File: src/rtl/frame_pkg.sv
// Shared types and widths for the frame tick receiver.
package frame_pkg;

  localparam int unsigned TMO_W  = 20;
  localparam int unsigned CNT_W  = 16;
  localparam int unsigned EDGE_W = 8;

  typedef enum logic [1:0] {
    IDLE    = 2'd0,
    LOCKING = 2'd1,
    LOCKED  = 2'd2,
    LOST    = 2'd3
  } frame_state_e;

  // Width of a counter holding 0..div-1, never narrower than one bit.
  function automatic int unsigned step_w(input int unsigned div);
    return (div > 1) ? $clog2(div) : 1;
  endfunction

endpackage

File: src/rtl/edge_sync.sv
// Synchronizer and rising-edge detector for the slow frame clock.
// With FRAME_RX_GLITCH_FILTER_EN defined, an edge is accepted only after
// the synchronized level has been high for three clocks following a low.
module edge_sync (
  input  logic clk,
  input  logic rst,
  input  logic slow_in,
  output logic edge_det
);

`ifdef FRAME_RX_GLITCH_FILTER_EN
  localparam int unsigned HIST_W = 3;
`else
  localparam int unsigned HIST_W = 1;
`endif

  logic [1:0]        sync_q;
  logic [HIST_W-1:0] hist_q;
  logic              rise_c;

  // Rising edge qualification on the synchronized level and its history.
  always_comb begin
`ifdef FRAME_RX_GLITCH_FILTER_EN
    rise_c = sync_q[1] & hist_q[0] & hist_q[1] & ~hist_q[2];
`else
    rise_c = sync_q[1] & ~hist_q[0];
`endif
  end

  // Two-flop synchronizer, level history and registered edge pulse.
  always_ff @(posedge clk) begin
    if (rst) begin
      sync_q   <= '0;
      hist_q   <= '0;
      edge_det <= 1'b0;
    end else begin
      sync_q   <= {sync_q[0], slow_in};
`ifdef FRAME_RX_GLITCH_FILTER_EN
      hist_q   <= {hist_q[1:0], sync_q[1]};
`else
      hist_q   <= sync_q[1];
`endif
      edge_det <= rise_c;
    end
  end

endmodule

File: src/rtl/frame_tick_rx.sv
// Frame tick receiver: locks onto a slow divided clock, emits one frame_tick
// per accepted edge while locked, a step_tick every DIV frames, and flags loss.
// Optional glitch filter in edge_sync: define FRAME_RX_GLITCH_FILTER_EN.
module frame_tick_rx
  import frame_pkg::*;
#(
  parameter int unsigned TIMEOUT    = 140000,
  parameter int unsigned LOCK_EDGES = 2,
  parameter int unsigned DIV        = 4
) (
  input  logic             clk,
  input  logic             rst,
  input  logic             slow_in,
  input  logic             en,
  output logic             frame_tick,
  output logic             step_tick,
  output logic [CNT_W-1:0] frame_cnt,
  output logic             locked,
  output logic             lost
);

  localparam int unsigned       STEP_W    = step_w(DIV);
  localparam logic [TMO_W-1:0]  TMO_MAX   = TMO_W'(TIMEOUT);
  localparam logic [TMO_W-1:0]  TMO_LAST  = TMO_W'(TIMEOUT - 1);
  localparam logic [EDGE_W-1:0] LOCK_N    = EDGE_W'(LOCK_EDGES);
  localparam logic [STEP_W-1:0] STEP_LAST = STEP_W'(DIV - 1);

  frame_state_e      state_q, state_n;
  logic [TMO_W-1:0]  tmo_q, tmo_n;
  logic [EDGE_W-1:0] edges_q, edges_n;
  logic [STEP_W-1:0] step_q, step_n;
  logic [CNT_W-1:0]  cnt_n;
  logic              lost_n;
  logic              tick_c;
  logic              step_c;
  logic              timeout_c;
  logic              edge_det;

  edge_sync u_sync (
    .clk      (clk),
    .rst      (rst),
    .slow_in  (slow_in),
    .edge_det (edge_det)
  );

  // Next-state, timeout, counter and tick decisions; an edge beats a timeout.
  always_comb begin
    state_n   = state_q;
    tmo_n     = tmo_q;
    edges_n   = edges_q;
    step_n    = step_q;
    cnt_n     = frame_cnt;
    lost_n    = lost;
    tick_c    = 1'b0;
    step_c    = 1'b0;
    timeout_c = !edge_det && (tmo_q == TMO_LAST);

    if (edge_det) begin
      tmo_n = '0;
    end else if (tmo_q < TMO_MAX) begin
      tmo_n = tmo_q + TMO_W'(1);
    end

    case (state_q)
      IDLE, LOST: begin
        if (edge_det) begin
          if (LOCK_N <= EDGE_W'(1)) begin
            state_n = LOCKED;
            edges_n = '0;
            lost_n  = 1'b0;
          end else begin
            state_n = LOCKING;
            edges_n = EDGE_W'(1);
          end
        end
      end
      LOCKING: begin
        if (edge_det) begin
          if ((edges_q + EDGE_W'(1)) >= LOCK_N) begin
            state_n = LOCKED;
            edges_n = '0;
            lost_n  = 1'b0;
          end else begin
            edges_n = edges_q + EDGE_W'(1);
          end
        end else if (timeout_c) begin
          state_n = IDLE;
          edges_n = '0;
        end
      end
      LOCKED: begin
        if (edge_det) begin
          tick_c = en;
        end else if (timeout_c) begin
          state_n = LOST;
          lost_n  = 1'b1;
        end
      end
      default: begin
        state_n = IDLE;
      end
    endcase

    if (tick_c) begin
      cnt_n = frame_cnt + CNT_W'(1);
      if (step_q == STEP_LAST) begin
        step_n = '0;
        step_c = 1'b1;
      end else begin
        step_n = step_q + STEP_W'(1);
      end
    end
  end

  // State, counters and registered outputs.
  always_ff @(posedge clk) begin
    if (rst) begin
      state_q    <= IDLE;
      tmo_q      <= '0;
      edges_q    <= '0;
      step_q     <= '0;
      frame_cnt  <= '0;
      frame_tick <= 1'b0;
      step_tick  <= 1'b0;
      locked     <= 1'b0;
      lost       <= 1'b0;
    end else begin
      state_q    <= state_n;
      tmo_q      <= tmo_n;
      edges_q    <= edges_n;
      step_q     <= step_n;
      frame_cnt  <= cnt_n;
      frame_tick <= tick_c;
      step_tick  <= step_c;
      locked     <= (state_n == LOCKED);
      lost       <= lost_n;
    end
  end

endmodule

File: config.mk
export PLATFORM = sky130hd
export DESIGN_NAME = frame_tick_rx
export DESIGN_NICKNAME = d
export VERILOG_FILES = /design/src/rtl/frame_pkg.sv /design/src/rtl/edge_sync.sv /design/src/rtl/frame_tick_rx.sv
export SDC_FILE = /design/constraint.sdc
export NUM_CORES = 1
export LEC_CHECK = 0
export ABC_CLOCK_PERIOD_IN_PS = 2800
export CORE_MARGIN = 5
export CORE_UTILIZATION = 57
export CTS_BUF_LIST = sky130_fd_sc_hd__clkbuf_8 sky130_fd_sc_hd__clkbuf_16
export CTS_CLUSTER_SIZE = 14
export DETAILED_ROUTE_END_ITERATION = 10
export PLACE_DENSITY = 0.87
export RECOVER_POWER = 100
export SETUP_SLACK_MARGIN = 0.3
export SLEW_MARGIN = 10
export SYNTH_ARGS = -nofsm -noshare
export SYNTH_HDL_FRONTEND = slang
export SYNTH_SLANG_ARGS = --single-unit
export TNS_END_PERCENT = 5
File: constraint.sdc
create_clock -name clk -period 2.8 [get_ports clk]
set_input_delay 0.42 -clock clk [delete_from_list [all_inputs] [get_ports clk]]
set_output_delay 0.42 -clock clk [all_outputs]
set_load 0.02 [all_outputs]
# Yosys cells after proc, flatten, opt, wreduce, memory -nomap -nowiden
# Index checks and enable logic that the tools add are counted.
totals:
  ff_bits: 56
  latchBits: 0
  ramBits: 0
  rom_bits: 0
  output_inout_bits: 20
  word_cells: 64
  memories: 0
op_classes:
  add_sub_neg: 4
  n_mul: 0
  div: 0
  magnitude_cmp: 2
  n_eq_ne: 12
  n_shift: 0
  n_mux: 21
  bitwise: 3
  n_reduce_logical: 10
ops:
  columns: ["operator", "n"]
  rows:
  - ["$mux W8", 4]
  - ["$add A20 B1 Y20 const B", 1]
  - ["$eq A20 B18 Y1 const B", 1]
  - ["$lt A20 B18 Y1 const B", 1]
  - ["$add A16 B1 Y16 const B", 1]
  - ["$pmux W8 S2", 1]
  - ["$mux W2", 7]
  - ["$add A8 B1 Y8 const B", 1]
  - ["$eq A2 B2 Y1 const B", 4]
  - ["$ge A8 B2 Y1 const B", 1]
  - ["$mux W1", 7]
  - ["$ne A2 B2 Y1 const B", 3]
  - ["$pmux W2 S3", 1]
  - ["$reduce_or A2 Y1", 3]
  - ["$reduce_and A5 Y1", 1]
  - ["$ne A2 B1 Y1 const B", 2]
  - ["$reduce_bool A2 Y1", 2]
  - ["$ne A3 B2 Y1 const B", 1]
  - ["$reduce_and A3 Y1", 1]
  - ["$add A2 B1 Y2 const B", 1]
  - ["$eq A2 B1 Y1 const B", 1]
  - ["$logic_not A2 Y1", 1]
  - ["$not A1 Y1", 2]
  - ["$pmux W1 S2", 1]
  - ["3 further kinds", 3]

# Longest topological paths before layout
# Gate-level depths: netlist (run 1).
logic_depth:
  depth_word: 6
  mapped_depth: 9
  mapped_depth_nobuf: 7

# Cells and area by module
# A second synthesis (run 1) with hierarchy kept.
unflattened:
  hier_cells: 278
  area_unflattened_um2: 2467.4
by_module_without_submodules:
  columns: ["mod", "n_inst", "cells_each", "area_each_um2", "seq_area_each_um2"]
  rows:
  - ["frame_tick_rx", 1, 270, 2356.0, 1041.0]
  - ["edge_sync", 1, 8, 111.4, 80.1]

# Worst setup path after synthesis (run 1)
# No wires, ideal clock.
synth_timing:
  path_type: "flip-flop to flip-flop"
  from: "register tmo_q[0]"
  to: "register locked"
  setup_time_ns: 0.116
  t_arrival_ns: 1.990
  slack_ns: 0.694
  path_stages_with_launch: 7
  n_path_buf: 0
  synth_period_minus_slack_ns: 2.106
  path_cell_list: "dfxtp_1 -> ha_1 -> or4b_1 -> or4_4 -> nor4_1 -> a21oi_1 -> and3_1"
synth_between:
  elab_chain_cells: 6
  elab_cells_between_ends: 8
  classes_between: "eq/ne: 2; mux: 5; reduce/logical: 1"
synth_lines:
  columns: ["element", "line", "rtl"]
  rows:
  - ["start: declaration", "frame_tick_rx.sv:29", "logic [TMO_W-1:0] tmo_q, tmo_n;"]
  - ["start signal: assignment", "frame_tick_rx.sv:129", "tmo_q <= tmo_n;"]
  - ["$eq A20 B18 Y1 (*)", "frame_tick_rx.sv:56", "timeout_c = !edge_det && (tmo_q == TMO_LAST);"]
  - ["$logic_and A1 B1 Y1 (*)", "frame_tick_rx.sv:56", null]
  - ["$mux W2, on equally long branches", "frame_tick_rx.sv:94, frame_tick_rx.sv:86", null]
  - ["$mux W2, on equally long branches", "frame_tick_rx.sv:92, frame_tick_rx.sv:78", null]
  - ["$pmux W2 S3 (*)", "frame_tick_rx.sv:64", "case (state_q)"]
  - ["$eq A2 B2 Y1 (*)", "frame_tick_rx.sv:135", "locked <= (state_n == LOCKED);"]
  - ["end signal: assignment", "frame_tick_rx.sv:135", null]
  - ["end: declaration", "frame_tick_rx.sv:18", "output logic locked,"]
# Mark *: on every way between the ends. The rest lies on a longest branch, timed or not.
# A chain may end at the register's enable or synchronous reset.

# Worst setup path in the final report (run 1)
layout_timing:
  from: "register tmo_q[0]"
  to: "register edges_q[5]"
layout_between:
  elab_chain_cells: 4
layout_lines:
  columns: ["element", "line", "rtl"]
  rows:
  - ["$eq A20 B18 Y1", "frame_tick_rx.sv:56", null]
  - ["$logic_and A1 B1 Y1", "frame_tick_rx.sv:56", null]
  - ["$ne A3 B2 Y1 (no line)", null, null]
  - ["$reduce_and A3 Y1 (no line)", null, null]
  - ["end signal: assignment", "frame_tick_rx.sv:130", "edges_q <= edges_n;"]
  - ["end: declaration", "frame_tick_rx.sv:30", "logic [EDGE_W-1:0] edges_q, edges_n;"]
# Every way passes these cells.

==> results.env, run 1 <==
BUFFER_PORTS.INSERTED=23
WORSTPATHREQUIRED_PS=3020
VIAS_PER_CELL=5.88
DETAILEDPLACEMENTHPWL_UM=3940
SYNTH_AREA_PER_CELL_SQ_UM=8.66
P_PER_AREA_nW_PER_UM2=436
SYNTH.YOSYS.SEQ_AREA_SHARE_PCT=41.5
FINALCLOCKSKEW_PS=16.3
ROUTE.ANTENNA.REMAINING_NETS=0
SYNTH_LARGEST_TYPE_AREA_FRACTION_PCT=41.5
LAYOUT-DRIVE-GT1-SHARE_PCT=5.49
WORSTSKEWPAIRLATENCY_PS=320
MAX_CAP_VIOL_COUNT=0
DRT-WIRELENGTH-PER-CELL_UM=14.2
FRACTION_OF_SYNTHESIS_FLOPS_USING_AN_ASYNCHRONOUS_SET_OR_RESET_PIN_PCT=0
CLOCKBUFFERDEPTH=2
POST_SYNTHESIS_CELLS=312
START_KIND='flip-flop'
DRT_FIRST_ITER_VIOLATIONS=114
TOTAL_LEAKAGE_POWER_uW=0.00112
CTS_HOLD_BUF=0
YOSYS.AREA.TOP_TYPE='sky130_fd_sc_hd__dfxtp_1'
ROUTED-VIA-COUNT=2246
POSTSYNTHREGISTERBITS=56
WORST-ENDPOINT-ARRIVAL_PS=2660
FINALSETUPVIOLATIONS=0
CLOCK_SINKS=56
WORST-SLEW-PIN-TRANSITION_PS=1150
GRT_ANTENNA_BEFORE_REPAIR=0
ACHIEVABLE-FREQUENCY_MHz=410
GLOBAL_ROUTE_WIRE_LENGTH_BEFORE_REPAIR_UM=9360
GRT_USAGE_PCT=18.4
NUMPLACEDINSTANCES=374
PLACE_CONGESTION=0.849
POSTROUTEWIRELENGTH_UM=5420
FLOORPLAN.DIE_AREA_SQ_UM=6220
DESIGN.FINAL.NETS=338
MIN-DELAY-PATH-CLASS='flip-flop to flip-flop'
FINISH.CELL_COUNT_WITHOUT_FILLERS=382
CLK_PIN_SLEW_PS=100
CTS_TREE='done'
SYNTH_FLOP_CELL='sky130_fd_sc_hd__dfxtp_1'
INITIAL_UTILIZATION_PCT=58.0
FINAL_MIN_PERIOD_OVER_CLOCK_PERIOD_PCT=87.1
RSZ0062_AT_GRT='no'
CTS.ROOT.BUFFER_CELL='sky130_fd_sc_hd__clkbuf_8'
SYNTH_AREA_SQ_UM=2700
WORSTSETUPENDPOINTTYPE='flip-flop'
SETUP-TNS-FINAL_PS=0
POST-CTS-SETUP-BUFFER-COUNT=0
SYNTH.DISTINCT_CELLS=50
NUMBER_OF_ENABLE_TYPE_REGISTER_CELLS_IN_THE_SYNTHESIZED_NETLIST=0
TRITONCTS_BUFFERS=5
TIMING.SETUP.CRITICAL_PATH_CLASS='flip-flop to flip-flop'
SYNTH_FP_NETS=323
CTS_MAX_LEVEL=2
ANTENNA_CELLS_INSERTED=0
SLEW_VIOL_FINAL=0
PERIOD_MINUS_SLACK_PS=2440
LAYOUT_COMMONEST_CELL='sky130_fd_sc_hd__dfxtp_1'
SYNTH.YOSYS.WARNINGS=0
DRC_ERRORS=0
DIE-HEIGHT_UM=78.8
CORE_AREA_SQ_UM=4660
VIAS_IN_THE_FIRST_GLOBAL_ROUTE=2117
IOPINCOUNT=24
DRTPASS1ITERATIONS=4
SYN_TO_FINAL_GROWTH_PCT=11.3
REPORT.FINAL.HOLD_VIOL_COUNT=0
STD_CELL_ROWS=25
SYNTH.AREA.TOP_CELLS='sky130_fd_sc_hd__dfxtp_1 42%, sky130_fd_sc_hd__xnor2_1 4.5%, sky130_fd_sc_hd__nor2_1 4.4%'
VDD.IR_DROP.WORST_mV=0.284
GLOBALROUTE.TOTALOVERFLOW=0
MOSTFREQUENTLAYOUTCELLS='56 x sky130_fd_sc_hd__dfxtp_1, 32 x sky130_fd_sc_hd__nor2_1, 23 x sky130_fd_sc_hd__nand2_1'
CRIT_FANOUT=7
RUN_STATUS='complete, no violations'
MAX-SLEW-MARGIN-REL_PCT=23.6
DIE_X_UM=78.8
MAXIMUM_NUMBER_OF_PINS_ON_ONE_NET_BEFORE_GLOBAL_ROUTE_REPAIR=29
power breakdown:
part	leakage, uW	switching (uW)	total (uW)	internal (uW)
clock	0.0000485	270	450	180
combinational	0.000617	31.7	50.0	18.3
sequential	0.000452	6.57	810	803
metrics by stage:
step | total power [uW] | cell area [sq um] | setup WS [ps] | hold slack (ps) | util (%)
final | 1310 | 3010 | 361 | 392 | 64.5
after floorplan | 865 | 2700 | 694 | 367 | -
after global placement | 879 | 2930 | 535 | 373 | 62.9
after CTS | 1320 | 3020 | 526 | 396 | 64.9
after global routing | 1370 | 3010 | 193 | 420 | 64.5
after detailed placement | 880 | 2930 | 363 | 382 | 62.9
metal layers:
metal / GRT usage, % / wire [um] / vias up
met5: 0 / 0 / -
met4: 6.70 / 71 / 0
met2: 31.9 / 2680 / 35
met1: 22.6 / 2490 / 1058
li1: - / - / 1146
met3: 3.74 / 182 / 7
critical path: stages, from the launching register on:
cell and delay [ps]:
sky130_fd_sc_hd__dfxtp_1 380, sky130_fd_sc_hd__ha_1 210, sky130_fd_sc_hd__or4b_1 460, sky130_fd_sc_hd__or4_1 610
sky130_fd_sc_hd__o31ai_4 240, sky130_fd_sc_hd__a21oi_1 180, sky130_fd_sc_hd__and2_1 260
area by class of cell:
cell class	instances	area, sq um
Fill cell	394	1660
Inverter	10	37.5
Multi-Input combinational cell	230	1450
Timing Repair Buffer	24	234
Tap cell	54	67.6
Clock buffer	5	68.8
Sequential cell	56	1120
Clock inverter	3	22.5
synth_stat cells (all sizes together), types with 2 or more instances:
master,instances
and4,4
clkbuf,10
or2,3
ha,7
inv,10
a21oi,21
a31oi,2
or4,7
and2,12
nand2,23
o211ai,3
nand4,8
a2111o,2
xnor2,14
xor2,7
nor3,11
a41oi,3
nand2b,3
dfxtp,56
nor4,8
or3,5
nor2b,6
or4b,2
o31ai,2
and3,8
nor2,32
nand3,15
o21ai,8
buf,6
a31o,3
cell families after synthesis:
family / share of synthesized area [%]
simple gates: 30.7
flops: 41.5
compound gates: 13.6
buf+inv: 4.17
xor+xnor: 6.81
fa+ha+maj: 3.24
final timing paths:
kind                                         to  depth (start not counted)     startpoint  slack, ps
worst max-delay path                 edges_q[5]                          6       tmo_q[0]        360
worst min-delay path            u_sync.edge_det                          1  u_sync.hist_q        390
worst max register to register       edges_q[5]                          6       tmo_q[0]        360
worst min register to register  u_sync.edge_det                          1  u_sync.hist_q        390
state kept, by name, indices dropped and copies added, names as in the netlist, 2 cells and up:
name           count
frame_cnt         16
step_q             2
edges_q            8
u_sync.sync_q      2
state_q            2
tmo_q             20
what timing repair did:
item / 4_1_cts / 5_1_grt
setup endpoints to repair: 0 / 1
endpoints found under the hold margin: 0 / 0
gates resized for setup: 0 / 1
No activity file was read; power rests on OpenSTA's default activity.
==> inputs of run 2 (changes only) <==
--- a/config.mk
+++ b/config.mk
@@ -8,7 +8,7 @@
 export ABC_CLOCK_PERIOD_IN_PS = 2800
 export CORE_MARGIN = 5
 export CORE_UTILIZATION = 57
-export CTS_BUF_LIST = sky130_fd_sc_hd__clkbuf_8 sky130_fd_sc_hd__clkbuf_16
+export CTS_BUF_LIST = sky130_fd_sc_hd__clkbuf_16
 export CTS_CLUSTER_SIZE = 14
 export DETAILED_ROUTE_END_ITERATION = 10
 export PLACE_DENSITY = 0.87
==> results.env, run 2 (same netlist as run 1, synthesis figures left out) <==
PLACEDINSTANCEAREA_SQ_UM=2930
POSTROUTEWIRELENGTH_UM=5550
GLOBALROUTE.TOTALOVERFLOW=0
P_PER_AREA_nW_PER_UM2=485
CORE_AREA_SQ_UM=4660
ROUTED-VIA-COUNT=2292
CTS_HOLD_BUF=0
POST-CTS-SETUP-BUFFER-COUNT=0
RUN_STATUS='complete, no violations'
LAYOUT_COMMONEST_CELL='sky130_fd_sc_hd__dfxtp_1'
TOTAL_LEAKAGE_POWER_uW=0.00114
DIE_X_UM=78.8
GRT_ANTENNA_BEFORE_REPAIR=0
CRIT_FANOUT=10
WORST-SLEW-PIN-TRANSITION_PS=911
DESIGN.FINAL.NETS=338
BUFFER_PORTS.INSERTED=23
TIMING.SETUP.CRITICAL_PATH_CLASS='flip-flop to flip-flop'
VDD.IR_DROP.WORST_mV=0.372
ANTENNA_CELLS_INSERTED=0
RSZ0062_AT_GRT='no'
CTS_MAX_LEVEL=2
CLK_PIN_SLEW_PS=70
INITIAL_UTILIZATION_PCT=58.0
FINAL_MIN_PERIOD_OVER_CLOCK_PERIOD_PCT=85.3
MOSTFREQUENTLAYOUTCELLS='56 x sky130_fd_sc_hd__dfxtp_1, 32 x sky130_fd_sc_hd__nor2_1, 23 x sky130_fd_sc_hd__nand2_1'
LAYOUT-DRIVE-GT1-SHARE_PCT=5.79
TRITONCTS_BUFFERS=5
CTS.ROOT.BUFFER_CELL='sky130_fd_sc_hd__clkbuf_16'
SYN_TO_FINAL_GROWTH_PCT=13.0
REPORT.FINAL.HOLD_VIOL_COUNT=0
VIAS_PER_CELL=6.00
P_TOTAL_uW=1480
WORST-ENDPOINT-ARRIVAL_PS=2570
MAX-SLEW-MARGIN-REL_PCT=39.1
ROUTE.ANTENNA.REMAINING_NETS=0
IOPINCOUNT=24
GRT_USAGE_PCT=18.8
FINAL_INSTANCE_AREA_SQ_UM=3050
DRC_ERRORS=0
ACHIEVABLE-FREQUENCY_MHz=419
FINALSETUPVIOLATIONS=0
MIN-DELAY-PATH-CLASS='flip-flop to flip-flop'
FLOORPLAN.DIE_AREA_SQ_UM=6220
BIGGESTREGSBYFLOPS='tmo_q x20, frame_cnt x16, edges_q x8'
LARGEST_REGISTER_FF_COUNT=20
WORSTSETUPENDPOINTTYPE='flip-flop'
FINALHOLDWORSTSLACK_PS=388
CLOCK_SINKS=56
START_KIND='flip-flop'
STD_CELL_ROWS=25
FINALCLOCKSKEW_PS=8.46
CLOCKBUFFERDEPTH=2
DRTPASS1ITERATIONS=4
DIE-HEIGHT_UM=78.8
LARGEST_REGISTER='tmo_q'
SETUP-TNS-FINAL_PS=0
PERIOD_MINUS_SLACK_PS=2390
WORSTSKEWPAIRLATENCY_PS=300
MAXIMUM_NUMBER_OF_PINS_ON_ONE_NET_BEFORE_GLOBAL_ROUTE_REPAIR=29
DETAILEDPLACEMENTHPWL_UM=3940
MAX_CAP_VIOL_COUNT=0
CTS_TREE='done'
GLOBAL_ROUTE_WIRE_LENGTH_BEFORE_REPAIR_UM=9590
SLEW_VIOL_FINAL=0
DRT_FIRST_ITER_VIOLATIONS=123
PLACE_CONGESTION=0.849
VIAS_IN_THE_FIRST_GLOBAL_ROUTE=2100
WORSTPATHREQUIRED_PS=2980
DRT-WIRELENGTH-PER-CELL_UM=14.5
==> run 2: changes by cell type in the layout (fill, tap and decap cells not counted) <==
cell and change:
sky130_fd_sc_hd__clkbuf_16 +5, sky130_fd_sc_hd__clkdlybuf4s50_1 -1, sky130_fd_sc_hd__clkbuf_1 -1, sky130_fd_sc_hd__and2_0 +2, sky130_fd_sc_hd__buf_4 +1, sky130_fd_sc_hd__a2111oi_2 +1
sky130_fd_sc_hd__a2111oi_4 -1, sky130_fd_sc_hd__and2_1 -2, sky130_fd_sc_hd__clkbuf_8 -5, sky130_fd_sc_hd__dlygate4sd3_1 +1
==> run 2: per-stage QoR <==
step	std cells	setup slack (ps)	utilization (%)
detailed placement	374	363	62.9
global placement	374	535	62.9
floorplan	312	694	-
CTS	382	524	66.1
global route	382	244	65.5
finish	382	411	65.5
==> run 2: area by class of cell <==
cell class,count,area (sq um)
multi-input combinational,230,1440
clock buffer,5,125
fill,391,1610
timing repair buffer,24,238
tap,54,67.6
clock inverter,3,22.5
inverter,10,37.5
sequential,56,1120
==> run 2: where the power goes <==
| part | total (uW) | internal [uW] | switching [uW] |
|---|---|---|---|
| sequential | 810 | 803 | 6.71 |
| clock | 621 | 335 | 286 |
| combinational | 51.2 | 18.7 | 32.5 |
==> run 2: critical path: stages (launching register included) <==
cell and delay (ps):
sky130_fd_sc_hd__dfxtp_1 410, sky130_fd_sc_hd__or4bb_1 560, sky130_fd_sc_hd__a2111oi_2 730, sky130_fd_sc_hd__nor3_1 250, sky130_fd_sc_hd__a41oi_1 270, sky130_fd_sc_hd__nor2_1 50
==> run 2: routing by layer <==
layer	share of wire, %	GRT usage [%]
met1	45	23.7
met2	49	32.6
met3	3.8	3.17
met4	1.7	6.19
met5	0	0
==> run 2: worst paths after layout <==
check                      from               to  slack, ps  depth (start not counted)
setup / recovery      tmo_q[13]        tmo_q[17]        410                          5
hold reg to reg   u_sync.hist_q  u_sync.edge_det        390                          1
hold / removal    u_sync.hist_q  u_sync.edge_det        390                          1
setup reg to reg      tmo_q[13]        tmo_q[17]        410                          5
==> run 2: timing repair <==
item / in CTS / in global routing
gates resized for setup: 0 / 1
setup endpoints to repair: 0 / 1
hold endpoints to repair: 0 / 0
==> inputs of run 3 (changes only) <==
--- a/config.mk
+++ b/config.mk
@@ -6,12 +6,11 @@
 export NUM_CORES = 1
 export LEC_CHECK = 0
 export ABC_CLOCK_PERIOD_IN_PS = 2800
-export CORE_MARGIN = 5
 export CORE_UTILIZATION = 57
 export CTS_BUF_LIST = sky130_fd_sc_hd__clkbuf_16
 export CTS_CLUSTER_SIZE = 14
 export DETAILED_ROUTE_END_ITERATION = 10
-export PLACE_DENSITY = 0.87
+export PLACE_DENSITY = 0.78
 export RECOVER_POWER = 100
 export SETUP_SLACK_MARGIN = 0.3
 export SLEW_MARGIN = 10
==> results.env, run 3 (same netlist as run 1, synthesis figures left out) <==
CLK_PIN_SLEW_PS=70
CTS_HOLD_BUF=0
LAYOUT-DRIVE-GT1-SHARE_PCT=6.36
INITIAL_UTILIZATION_PCT=60.8
MOSTFREQUENTLAYOUTCELLS='56 x sky130_fd_sc_hd__dfxtp_1, 32 x sky130_fd_sc_hd__nor2_1, 23 x sky130_fd_sc_hd__nand2_1'
BUFFER_PORTS.INSERTED=23
CRIT_FANOUT=7
WORSTREGTOREGCELLS=6
FINAL_INSTANCE_AREA_SQ_UM=3070
DESIGN.FINAL.NETS=340
CRIT-REG2REG-LAUNCH='tmo_q[0]'
STD_CELL_ROWS=24
DIE-HEIGHT_UM=70.8
MAX-SLEW-MARGIN-REL_PCT=54.1
GLOBAL_ROUTE_WIRE_LENGTH_BEFORE_REPAIR_UM=9290
ACHIEVABLE-FREQUENCY_MHz=421
WORSTSKEWPAIRLATENCY_PS=290
TIMING.SETUP.CRITICAL_PATH_CLASS='flip-flop to flip-flop'
SETUP-TNS-FINAL_PS=0
WORST-ENDPOINT-ARRIVAL_PS=2560
VIAS_IN_THE_FIRST_GLOBAL_ROUTE=2126
FINAL-SEQ-AREA_SQ_UM=1120
WORSTPATHREQUIRED_PS=2980
MAX_CAP_VIOL_COUNT=0
VDD.IR_DROP.WORST_mV=0.481
CTS.ROOT.BUFFER_CELL='sky130_fd_sc_hd__clkbuf_16'
FLOORPLAN.DIE_AREA_SQ_UM=5020
PLACEDINSTANCEAREA_SQ_UM=2940
MULTIINPUTGATEAREA_SQ_UM=1460
ANTENNA_CELLS_INSERTED=0
CORE_AREA_SQ_UM=4440
LARGEST_REGISTER_FF_COUNT=20
GRT_USAGE_PCT=22.7
DRT_FIRST_ITER_VIOLATIONS=185
WORST_PATH_LARGEST_CELL_DELAY_PS=600
DRC_ERRORS=0
RSZ0062_AT_GRT='no'
PATH_CELLS='ha_1 > or4b_1 > or4_1 > o31ai_4 > a21oi_1 > and2_0'
FINALCLOCKSKEW_PS=4.27
CTS_MAX_LEVEL=2
DETAILEDPLACEMENTHPWL_UM=3730
IOPINCOUNT=24
DIE_X_UM=70.8
MIN-DELAY-PATH-CLASS='flip-flop to flip-flop'
START_KIND='flip-flop'
FINAL_MIN_PERIOD_OVER_CLOCK_PERIOD_PCT=84.8
WORSTSETUPENDPOINTTYPE='flip-flop'
SLEW_VIOL_FINAL=0
WORST-SLEW-PIN-TRANSITION_PS=683
FILL_CELLS=363
POST-CTS-SETUP-BUFFER-COUNT=0
LARGEST_REGISTER='tmo_q'
CLOCKBUFFERDEPTH=2
PLACE_CONGESTION=0.876
CTS_TREE='done'
GLOBALROUTE.TOTALOVERFLOW=0
WORST_R2R_ENDPOINT='edges_q[2]'
REPORT.FINAL.HOLD_VIOL_COUNT=0
TRITONCTS_BUFFERS=5
GRT_ANTENNA_BEFORE_REPAIR=0
VIAS_PER_CELL=5.83
PERIOD_MINUS_SLACK_PS=2370
TIMING.HOLD.WORST_PATH_DEPTH=1
P_PER_AREA_nW_PER_UM2=481
TOTAL_LEAKAGE_POWER_uW=0.00115
LAYOUT_COMMONEST_CELL='sky130_fd_sc_hd__dfxtp_1'
FINALSETUPVIOLATIONS=0
CPMAXSTAGEDELAYCELL='sky130_fd_sc_hd__or4_1'
ROUTE.ANTENNA.REMAINING_NETS=0
REG2REG_SLACK_PS=430
POSTROUTEWIRELENGTH_UM=5290
DRTPASS1ITERATIONS=6
BIGGESTREGSBYFLOPS='tmo_q x20, frame_cnt x16, edges_q x8'
SYN_TO_FINAL_GROWTH_PCT=13.8
DRT-WIRELENGTH-PER-CELL_UM=13.8
RUN_STATUS='complete, no violations'
CLOCK_SINKS=56
MAXIMUM_NUMBER_OF_PINS_ON_ONE_NET_BEFORE_GLOBAL_ROUTE_REPAIR=29
HOLD_PATH_STARTPOINT='u_sync.hist_q'
WHS_ENDPOINT='u_sync.edge_det'
ROUTED-VIA-COUNT=2228
CTS.REPAIR.RESIZED=0
## run 3: cell types whose count changed in the layout (fill, tap and decap cells not counted), sizes merged
cell      before  now
clkinvlp       0    1
clkinv         2    1
clkbuf         5    6
buf            1    2
## run 3: worst max-delay path by stage
stage / from / to / slack (ps) / cells past startpoint
6_report: tmo_q[0] / edges_q[2] / 430 / 6
5_1_grt: state_q[0] / frame_cnt[15] / 320 / 7
4_1_cts: tmo_q[0] / edges_q[2] / 540 / 6
3_5_place_dp: en / frame_cnt[15] / 450 / 6
3_3_place_gp: en / frame_cnt[15] / 540 / 6
2_1_floorplan: tmo_q[0] / locked / 690 / 6
## run 3: power by group
group	total (uW)	switching [uW]	internal [uW]
clock	618	285	333
combinational	53.8	34.6	19.1
sequential	808	5.30	803
total	1480	325	1160
## run 3: area by class of cell
type                    count  area share (%)
multi-input cells         230            47.3
flip-flops and latches     56            36.5
repair buffers             26            8.10
clock buffers               5            4.07
well taps                  52            2.12
inverters                  10            1.22
clock inverters             3           0.692
## run 3: metal layers
layer / track usage, % / routed length (um)
met4: 7.11 / 25
met3: 4.56 / 176
met2: 39.5 / 2520
met5: 0 / 0
met1: 28.2 / 2570
## run 3: worst max-delay path, delay by kind of cell, from the launching register on
family	cells	cell delay, ps
simple gates	3	1260
compound gates	2	420
flops	1	380
fa+ha+maj	1	200
## run 3: through the flow
stage               hold slack [ps]  cells  util, %  setup WS [ps]  power, uW
floorplan                       367    312        -            694        865
global placement                379    374     66.2            536        881
detailed placement              386    374     66.2            450        881
CTS                             399    382     69.5            542       1490
global route                    401    382     69.2            318       1540
finish                          397    382     69.2            426       1480
